## src/rtl/sd_pkg.sv

```systemverilog
// sd_pkg: shared definitions for the SD read path.
//   sd_state_t      - read engine FSM states
//   SD_SECTOR_SHIFT - log2 of the sector size in bytes (512-byte sectors)
//   SD_BLOCK_WORDS  - default 32-bit words per sector
package sd_pkg;

   typedef enum logic [2:0] {
      IDLE,
      SETADDR,
      READ,
      DRAIN,
      DONE
   } sd_state_t;

   localparam int unsigned SD_SECTOR_SHIFT = 9;
   localparam int unsigned SD_BLOCK_WORDS  = 128;

endpackage

```

## src/rtl/sd_sync_fifo.sv

```systemverilog
// sd_sync_fifo: single-clock FIFO with combinational read of the head entry.
// Ports:
//   clk, rst_n  - clock, asynchronous active-low reset (flushes the FIFO)
//   push        - write push_data (ignored when full unless a pop happens too)
//   push_data   - WIDTH-bit entry
//   pop         - remove the head entry (ignored when empty)
//   pop_data    - head entry, valid while !empty
//   count       - number of stored entries (0..DEPTH)
//   full, empty - occupancy flags
module sd_sync_fifo #(
   parameter int unsigned WIDTH = 33,
   parameter int unsigned DEPTH = 4
) (
   input  logic                     clk,
   input  logic                     rst_n,
   input  logic                     push,
   input  logic [WIDTH-1:0]         push_data,
   input  logic                     pop,
   output logic [WIDTH-1:0]         pop_data,
   output logic [$clog2(DEPTH):0]   count,
   output logic                     full,
   output logic                     empty
);

   localparam int unsigned AW = $clog2(DEPTH);

   logic [WIDTH-1:0] mem [DEPTH];
   logic [AW-1:0]    wr_ptr;
   logic [AW-1:0]    rd_ptr;
   logic             do_push;
   logic             do_pop;

   assign full     = (count == (AW+1)'(DEPTH));
   assign empty    = (count == '0);
   // A pop in the same cycle frees the slot, so push-on-full is legal then.
   assign do_push  = push && (!full || pop);
   assign do_pop   = pop && !empty;
   assign pop_data = mem[rd_ptr];

   always_ff @(posedge clk) begin
      if (do_push) begin
         mem[wr_ptr] <= push_data;
      end
   end

   always_ff @(posedge clk or negedge rst_n) begin
      if (!rst_n) begin
         wr_ptr <= '0;
         rd_ptr <= '0;
         count  <= '0;
      end else begin
         if (do_push) begin
            wr_ptr <= wr_ptr + 1'b1;
         end
         if (do_pop) begin
            rd_ptr <= rd_ptr + 1'b1;
         end
         case ({do_push, do_pop})
            2'b10:   count <= count + 1'b1;
            2'b01:   count <= count - 1'b1;
            default: count <= count;
         endcase
      end
   end

endmodule

```

## src/rtl/sd_read_engine.sv

```systemverilog
// sd_read_engine: turns sector-read requests into helper reads and a
// valid/ready word stream.
// Ports:
//   clk, rst_n           - clock, asynchronous active-low reset
//   req_valid/req_ready  - request handshake (ready only in IDLE)
//   req_sector, req_nblk - start sector and sector count (0 = empty request)
//   sd_setaddr, sd_addr  - one-cycle address load pulse and byte address
//   sd_ren, sd_data      - word read strobe and returned data (one cycle later)
//   out_valid/out_ready  - output stream handshake
//   out_data, out_last   - stream word and end-of-request marker
//   busy, done           - engine active; one-cycle completion pulse
module sd_read_engine
   import sd_pkg::*;
#(
   parameter int unsigned FIFO_DEPTH  = 4,
   parameter int unsigned BLOCK_WORDS = SD_BLOCK_WORDS
) (
   input  logic        clk,
   input  logic        rst_n,
   input  logic        req_valid,
   output logic        req_ready,
   input  logic [31:0] req_sector,
   input  logic [7:0]  req_nblk,
   output logic        sd_setaddr,
   output logic [31:0] sd_addr,
   output logic        sd_ren,
   input  logic [31:0] sd_data,
   output logic        out_valid,
   input  logic        out_ready,
   output logic [31:0] out_data,
   output logic        out_last,
   output logic        busy,
   output logic        done
);

   localparam int unsigned CW = $clog2(FIFO_DEPTH) + 1;

   sd_state_t   state;
   sd_state_t   state_next;

   logic [31:0] addr_reg;
   logic [15:0] total;
   logic [15:0] issued;
   logic [15:0] delivered;
   logic        inflight;
   logic        accept;
   logic        credit_ok;
   logic [31:0] occupancy;

   logic [CW-1:0] fifo_count;
   logic          fifo_full;
   logic          fifo_empty;
   logic          fifo_push;
   logic          fifo_pop;
   logic [32:0]   fifo_push_data;
   logic [32:0]   fifo_pop_data;

   assign accept = req_valid && req_ready;

   // The in-flight read already owns a FIFO slot, so it counts against credit.
   assign occupancy = 32'(fifo_count) + 32'(inflight);
   assign credit_ok = (occupancy < FIFO_DEPTH);

   // State register
   always_ff @(posedge clk or negedge rst_n) begin
      if (!rst_n) begin
         state <= IDLE;
      end else begin
         state <= state_next;
      end
   end

   // Next-state logic
   always_comb begin
      state_next = state;
      case (state)
         IDLE: begin
            if (accept) begin
               state_next = (req_nblk == '0) ? DONE : SETADDR;
            end
         end
         SETADDR: state_next = READ;
         READ: begin
            if (sd_ren && (issued == total - 16'd1)) begin
               state_next = DRAIN;
            end
         end
         DRAIN: begin
            if (fifo_empty && !inflight) begin
               state_next = DONE;
            end
         end
         DONE:    state_next = IDLE;
         default: state_next = IDLE;
      endcase
   end

   // Output logic
   always_comb begin
      req_ready  = 1'b0;
      busy       = 1'b1;
      done       = 1'b0;
      sd_setaddr = 1'b0;
      sd_ren     = 1'b0;
      case (state)
         IDLE: begin
            req_ready = 1'b1;
            busy      = 1'b0;
         end
         SETADDR: sd_setaddr = 1'b1;
         READ:    sd_ren     = credit_ok && (issued < total);
         DONE:    done       = 1'b1;
         default: ;
      endcase
   end

   // Request capture, counters and the one-deep read pipeline
   always_ff @(posedge clk or negedge rst_n) begin
      if (!rst_n) begin
         addr_reg  <= '0;
         total     <= '0;
         issued    <= '0;
         delivered <= '0;
         inflight  <= 1'b0;
      end else begin
         if (accept) begin
            // Upper sector bits fall off the top: the byte address wraps.
            addr_reg  <= req_sector << SD_SECTOR_SHIFT;
            total     <= 16'(req_nblk) * 16'(BLOCK_WORDS);
            issued    <= '0;
            delivered <= '0;
         end
         if (sd_ren) begin
            issued <= issued + 16'd1;
         end
         if (fifo_push) begin
            delivered <= delivered + 16'd1;
         end
         inflight <= sd_ren;
      end
   end

   assign sd_addr = addr_reg;

   // Helper data is valid the cycle after the strobe and is written straight
   // into the FIFO at the end of that cycle.
   assign fifo_push      = inflight;
   assign fifo_push_data = {(delivered == total - 16'd1), sd_data};
   assign fifo_pop       = out_valid && out_ready;

   sd_sync_fifo #(
      .WIDTH (33),
      .DEPTH (FIFO_DEPTH)
   ) u_fifo (
      .clk       (clk),
      .rst_n     (rst_n),
      .push      (fifo_push),
      .push_data (fifo_push_data),
      .pop       (fifo_pop),
      .pop_data  (fifo_pop_data),
      .count     (fifo_count),
      .full      (fifo_full),
      .empty     (fifo_empty)
   );

   assign out_valid = !fifo_empty;
   // Mask the stale head entry so the idle stream reads as zero.
   assign out_data  = out_valid ? fifo_pop_data[31:0] : '0;
   assign out_last  = out_valid ? fifo_pop_data[32]   : 1'b0;

endmodule

```

## config.mk

```make
export PLATFORM = sky130hd
export DESIGN_NAME = sd_read_engine
export DESIGN_NICKNAME = d
export VERILOG_FILES = /design/src/rtl/sd_pkg.sv /design/src/rtl/sd_sync_fifo.sv /design/src/rtl/sd_read_engine.sv
export SDC_FILE = /design/constraint.sdc
export NUM_CORES = 1
export LEC_CHECK = 0
export ABC_AREA = 0
export CAP_MARGIN = 15
export CORE_UTILIZATION = 40
export CTS_CLUSTER_SIZE = 24
export DETAILED_ROUTE_END_ITERATION = 8
export GPL_TIMING_DRIVEN = 0
export PLACE_DENSITY_LB_ADDON = 0.12
export SKIP_LAST_GASP = 1
export SLEW_MARGIN = 25
export SYNTH_ARGS = -nofsm -noshare
export SYNTH_HDL_FRONTEND = slang
export SYNTH_HIERARCHICAL = 1
export SYNTH_SLANG_ARGS = --single-unit
export TNS_END_PERCENT = 20
```

## constraint.sdc

```tcl
create_clock -name clk -period 3.4 [get_ports clk]
set_input_delay 0.51 -clock clk [delete_from_list [all_inputs] [get_ports clk]]
set_output_delay 0.51 -clock clk [all_outputs]
set_load 0.03 [all_outputs]
```

# After elaboration in Yosys (flattened, before gate mapping)
# Memories as Yosys holds them, arrays and structs flattened.
# Index checks and enable logic that the tools add are counted.
[classes] eq_ne=12 n_addsub=8 reduce_logical=18 magnitude_cmp=2 n_mux=18
[ops] operator="two-way mux 16 bit" count=3
[ops] operator="adder 16 x 1 -> 16 bit (second input constant)" count=2
[ops] operator="== test 16 bit" count=2
[ops] operator="two-way mux 32 bit" count=1
[ops] operator="less-than comparator 16 x 15 -> 1 bit" count=1
[ops] operator="subtractor 15 x 1 -> 16 bit (second input constant)" count=1
[ops] operator="two-way mux 3 bit" count=4
[ops] operator="one-hot mux 3 bit (4 select lines)" count=1
[ops] operator="zero test 8 bit" count=1
[ops] operator="two-way mux 1 bit" count=8
[ops] operator="logical AND 1 bit" count=7
[ops] operator="== test 3 x 2 -> 1 bit (second input constant)" count=2
[ops] operator="== test 3 bit (second input constant)" count=2
[ops] operator="zero test 3 bit" count=2
[ops] operator="inequality test 2 bit (second input constant)" count=3
[ops] operator="one-hot mux 3 bit (2 select lines)" count=1
[ops] operator="nonzero test 2 bit" count=3
[ops] operator="adder 2 x 1 -> 2 bit (second input constant)" count=2
[ops] operator="adder 3 x 1 -> 4 bit" count=1
[ops] operator="less-than comparator 4 x 3 -> 1 bit (second input constant)" count=1
[ops] operator="adder 3 x 1 -> 3 bit (second input constant)" count=1
[ops] operator="== test 3 x 1 -> 1 bit (second input constant)" count=1
[ops] operator="zero test 1 bit" count=3
[ops] operator="AND reduction 3 bit" count=1
[ops] operator="4 further kinds" count=4
[word_totals] ff_bits=74 output_inout_bits=71 input_bits=76 mem_count=1 wordCells=68 mem_bits_rw=132
[memory_table] name="u_fifo.mem" depth=4 width=33 read_ports=1 rd_ports_with_merged_regs=0 write_ports=1 line="sd_sync_fifo.sv:27" text="logic [WIDTH-1:0] mem [DEPTH];"

# Longest topological paths before layout
[depth] word_depth=7 ltp_mapped=11 depth_no_buf=10

# Hierarchy
# Netlist, hierarchy kept.
[by_module_without_submodules] module="sd_sync_fifo" area_each_um2=5190.0 seq_area_each_um2=4139.0 cells_per_inst=211 n_inst=1
[by_module_without_submodules] module="sd_read_engine" area_each_um2=3992.6 seq_area_each_um2=1676.6 cells_per_inst=414 n_inst=1

# Worst setup path before layout
# OpenSTA, ideal clock, no wires.
[synth_timing] kind="reg-to-output" startpoint="register total[11]" endpoint="output port sd_ren" path_slack_ns=0.948 stages_incl_launch_ff=8 arrival_time_ns=1.942 n_path_buf=0 required_time_ns=2.890 path_cell_list="dfrtp_1 inv_1 ha_1 a211oi_1 nand2_1 o221ai_1 nand2_2 inv_1"
[synth_via] elab_chain_cells=3
[synth_lines] item="from (decl)" line="sd_read_engine.sv:42" text="logic [15:0] total;"
[synth_lines] item="from (signal assigned)" line="sd_read_engine.sv:129" text="total <= 16'(req_nblk) * 16'(BLOCK_WORDS);"
[synth_lines] item="less-than comparator 16 x 15 -> 1 bit" line="sd_read_engine.sv:111" text="READ: sd_ren = credit_ok && (issued < total);"
[synth_lines] item="logical AND 1 bit" line="sd_read_engine.sv:111"
[synth_lines] item="two-way mux 1 bit" line="sd_read_engine.sv:105" text="case (state)"
[synth_lines] item="to (decl)" line="sd_read_engine.sv:26" text="output logic sd_ren,"
# Every way passes these cells.

# Final worst setup path
[layout_timing] startpoint="register u_fifo.rd_ptr[1]" endpoint="output port out_data[15]"
[layout_via] elab_chain_cells=2
[layout_lines] item="from (decl)" line="sd_sync_fifo.sv:29" text="logic [AW-1:0] rd_ptr;"
[layout_lines] item="from (signal assigned)" line="sd_sync_fifo.sv:56" text="rd_ptr <= rd_ptr + 1'b1;"
[layout_lines] item="memory read (4 x 33 bit)"
[layout_lines] item="named net fifo_pop_data[15]" line="sd_read_engine.sv:56" text="logic [32:0] fifo_pop_data;"
[layout_lines] item="two-way mux 32 bit" line="sd_read_engine.sv:168" text="assign out_data = out_valid ? fifo_pop_data[31:0] : '0;"
[layout_lines] item="to (decl)" line="sd_read_engine.sv:30" text="output logic [31:0] out_data,"
# The timed path passes the listed nets, and every way through them passes these cells.

==> summary.txt <==
Drt
  – Routed wire length: 19,100 um
  – Number of remaining DRC errors: 0
  – 1st-iter DRT viols: 245
  – Routed vias/inst: 5.18
  – Antenna-violating nets left: 0
  – Per-cell routed wire length: 17.5 um
  – Drt pass-1 iters: 4
  – Routed via count: 5,644

STA
  – Fmax: 307 MHz
  – TNS Setup: 0 ns
  – Final Hold Viols: 0
  – Slew Limit Fails: 0
  – Post-route setup slack: 0.144 ns
  – Max Clock Skew: 0.00716 ns
  – Tcrit/Tclk final: 95.8%
  – RSZ-0062 raised after global routing: yes
  – Slew headroom: 35.8%
  – Least-Margin Pin Slew: 0.963 ns
  – Final setup viols: 0
  – Crit path time final: 3.26 ns

Pwr
  – Logic pwr share: 41.3%
  – NetSw: 0.00397 W
  – Pwr dens: 955 nW/um2
  – Sw frac: 35.3%
  – Peak supply drop: 0.576 mV
  – LEAKAGE: 4.40 nW
  – Internal power: 0.00727 W
  – Reg power frac: 33.3%
  – Clock power share: 25.4%

Floorplan
  – Die ar.: 23,600 um2
  – Die width: 153 um
  – Initial Util: 40.7%
  – Die span in y: 153 um
  – Row cnt: 55
  – Core area: 22,600 um2
  – Boundary Pins: 147

Placement
  – Dpl hpwl: 12,700 um
  – Routability cong.: 0.853
  – Port Buffer Count: 128
  – Pre-CTS WS: -0.171 ns

GRT
  – Largest net degree at the start of global routing: 39
  – Vias in the first global route: 5,915
  – GRT overflow: 0
  – Initial antenna violation count: 0
  – Total track usage: 16.7%
  – First-pass GRT wire length: 31,100 um

CTS
  – Worst-Skew Late Latency: 0.52 ns
  – CTS buffer count: 23
  – Root buffer cell: clkbuf_16
  – CTS tree: built
  – Max H-tree Level: 1
  – Post-CTS Setup Bufs: 0
  – Clock slew at reported path FFs: 0.06 ns
  – Max clock buf depth: 3
  – Clk sink count: 206

Setup path
  – FF-to-FF End: u_fifo/mem[0][32]
  – Worst-path maximum fanout: 10
  – Max incr delay on CP: 0.61 ns
  – Worst R2R Setup Slack: 0.58 ns
  – Worst Reg2Reg Path Length in Cells: 8
  – Worst setup EP type: output pin
  – Cell Chain, Critical Path: buf_2 -> buf_1 -> mux4_2 -> nor2b_1 -> clkdlybuf4s50_1
  – Critical Path Source Type: register
  – Crit Path Class: register to output pin
  – Arr. time, crit path: 2.75 ns
  – Worst endpoint required time: 2.89 ns
  – Reg2reg start: total[7]
  – Critical path's slowest cell: clkdlybuf4s50_1

Min path
  – Hold path start: delivered[2]
  – Type of the worst min-delay path: register to register
  – WHS Path Cells: 1
  – WHS Endpoint: delivered[2]

Flow run
  – # Max-Cap Violations: 0

Synth
  – Syn Area/Cell: 14.7 um2
  – Mapped cell area: 9180 um2
  – YS warnings: 6
  – Post-Syn Instances: 624

Run status
  – Status: completed

Finish
  – N_diodes: 0
  – Final net count: 880
  – Area Growth Syn to Fin: 28.3%
  – Share of cells above drive strength 1: 18.2%
-- layout make-up --
| class | instances | area (um2) |
|---|---|---|
| tap | 285 | 357 |
| clock inverter | 17 | 300 |
| fill | 1904 | 10800 |
| inverter | 23 | 86.3 |
| timing repair buffer | 130 | 1300 |
| clock buffer | 25 | 583 |
| multi-input combinational | 368 | 3140 |
| sequential | 206 | 5820 |
| buffer | 35 | 188 |
-- critical path, delay by kind of cell, from the launching register on --
kind | cells | cell delay [ns]
mux | 1 | 0.42
simple gates | 1 | 0.14
flops | 1 | 0.31
buf+inv | 3 | 1.36
-- state kept, by name, indices dropped and copies added (netlist names) --
signal,cells
u_fifo/mem,132
sd_addr,23
delivered,16
issued,16
total,8
state,3
u_fifo/count,3
u_fifo/rd_ptr,2
u_fifo/wr_ptr,2
fifo_push,1
-- stage by stage --
step	cell area, um2	utilization (%)	hold slack [ns]	total power (W)	instances
global placement	10800	48.1	0.479	0.00837	1045
finish	11800	52.2	0.500	0.0112	1089
floorplan	9210	-	0.214	0.00678	632
detailed placement	10900	48.1	0.493	0.00848	1046
global route	11800	52.2	0.522	0.0119	1089
CTS	11800	52.2	0.505	0.0114	1089
-- how the worst max path moves through the flow --
stage | from | endpoint | slack (ns) | cells after the start
3_5_place_dp | total[11] | sd_ren | -0.17 | 8
2_1_floorplan | total[11] | sd_ren | 0.95 | 7
5_1_grt | total[11] | sd_ren | -0.04 | 8
6_report | u_fifo/rd_ptr[1] | out_data[15] | 0.14 | 5
3_3_place_gp | rst_n | delivered[8] | -0.78 | 1
4_1_cts | total[11] | sd_ren | -0.07 | 8
-- layout by cell type (no fill, tap or decap), types with 12 or more instances in the layout --
| cell | instances |
|---|---|
| clkdlybuf4s50_1 | 126 |
| xor2_1 | 13 |
| o21ai_0 | 24 |
| edfxtp_1 | 132 |
| nor2b_1 | 40 |
| mux2_2 | 31 |
| nand3_1 | 19 |
| nand2_1 | 35 |
| nor2_1 | 17 |
| buf_4 | 13 |
| ha_1 | 16 |
| inv_1 | 23 |
| o211ai_1 | 12 |
| dfrtp_1 | 74 |
| clkbuf_16 | 23 |
| xnor2_1 | 15 |
| clkbuf_1 | 14 |
| mux4_2 | 33 |
-- power groups by stage --
| stage | combinational (W) | clock [W] | sequential, W |
|---|---|---|---|
| 2_1_floorplan | 0.00284 | 0 | 0.00394 |
| 3_3_place_gp | 0.00462 | 0 | 0.00375 |
| 3_5_place_dp | 0.00469 | 0 | 0.00379 |
| 4_1_cts | 0.00472 | 0.00294 | 0.00375 |
| 5_1_grt | 0.00501 | 0.00303 | 0.00382 |
| 6_report | 0.00464 | 0.00286 | 0.00374 |
-- layer usage --
metal | vias up | routed length [um] | global-route usage (%)
li1 | 2665 | - | -
met1 | 2820 | 8470 | 21.4
met2 | 129 | 9360 | 28.7
met3 | 30 | 847 | 3.09
met4 | 0 | 428 | 4.86
met5 | - | 0 | 0
-- timing repair --
item	in CTS	in global routing
endpoints found under the setup margin	31	8
hold buffers	1	0
gates resized for setup	4	3
hold endpoints to repair	37	0
pin swaps	0	1
No activity file was read; power rests on OpenSTA's default activity.
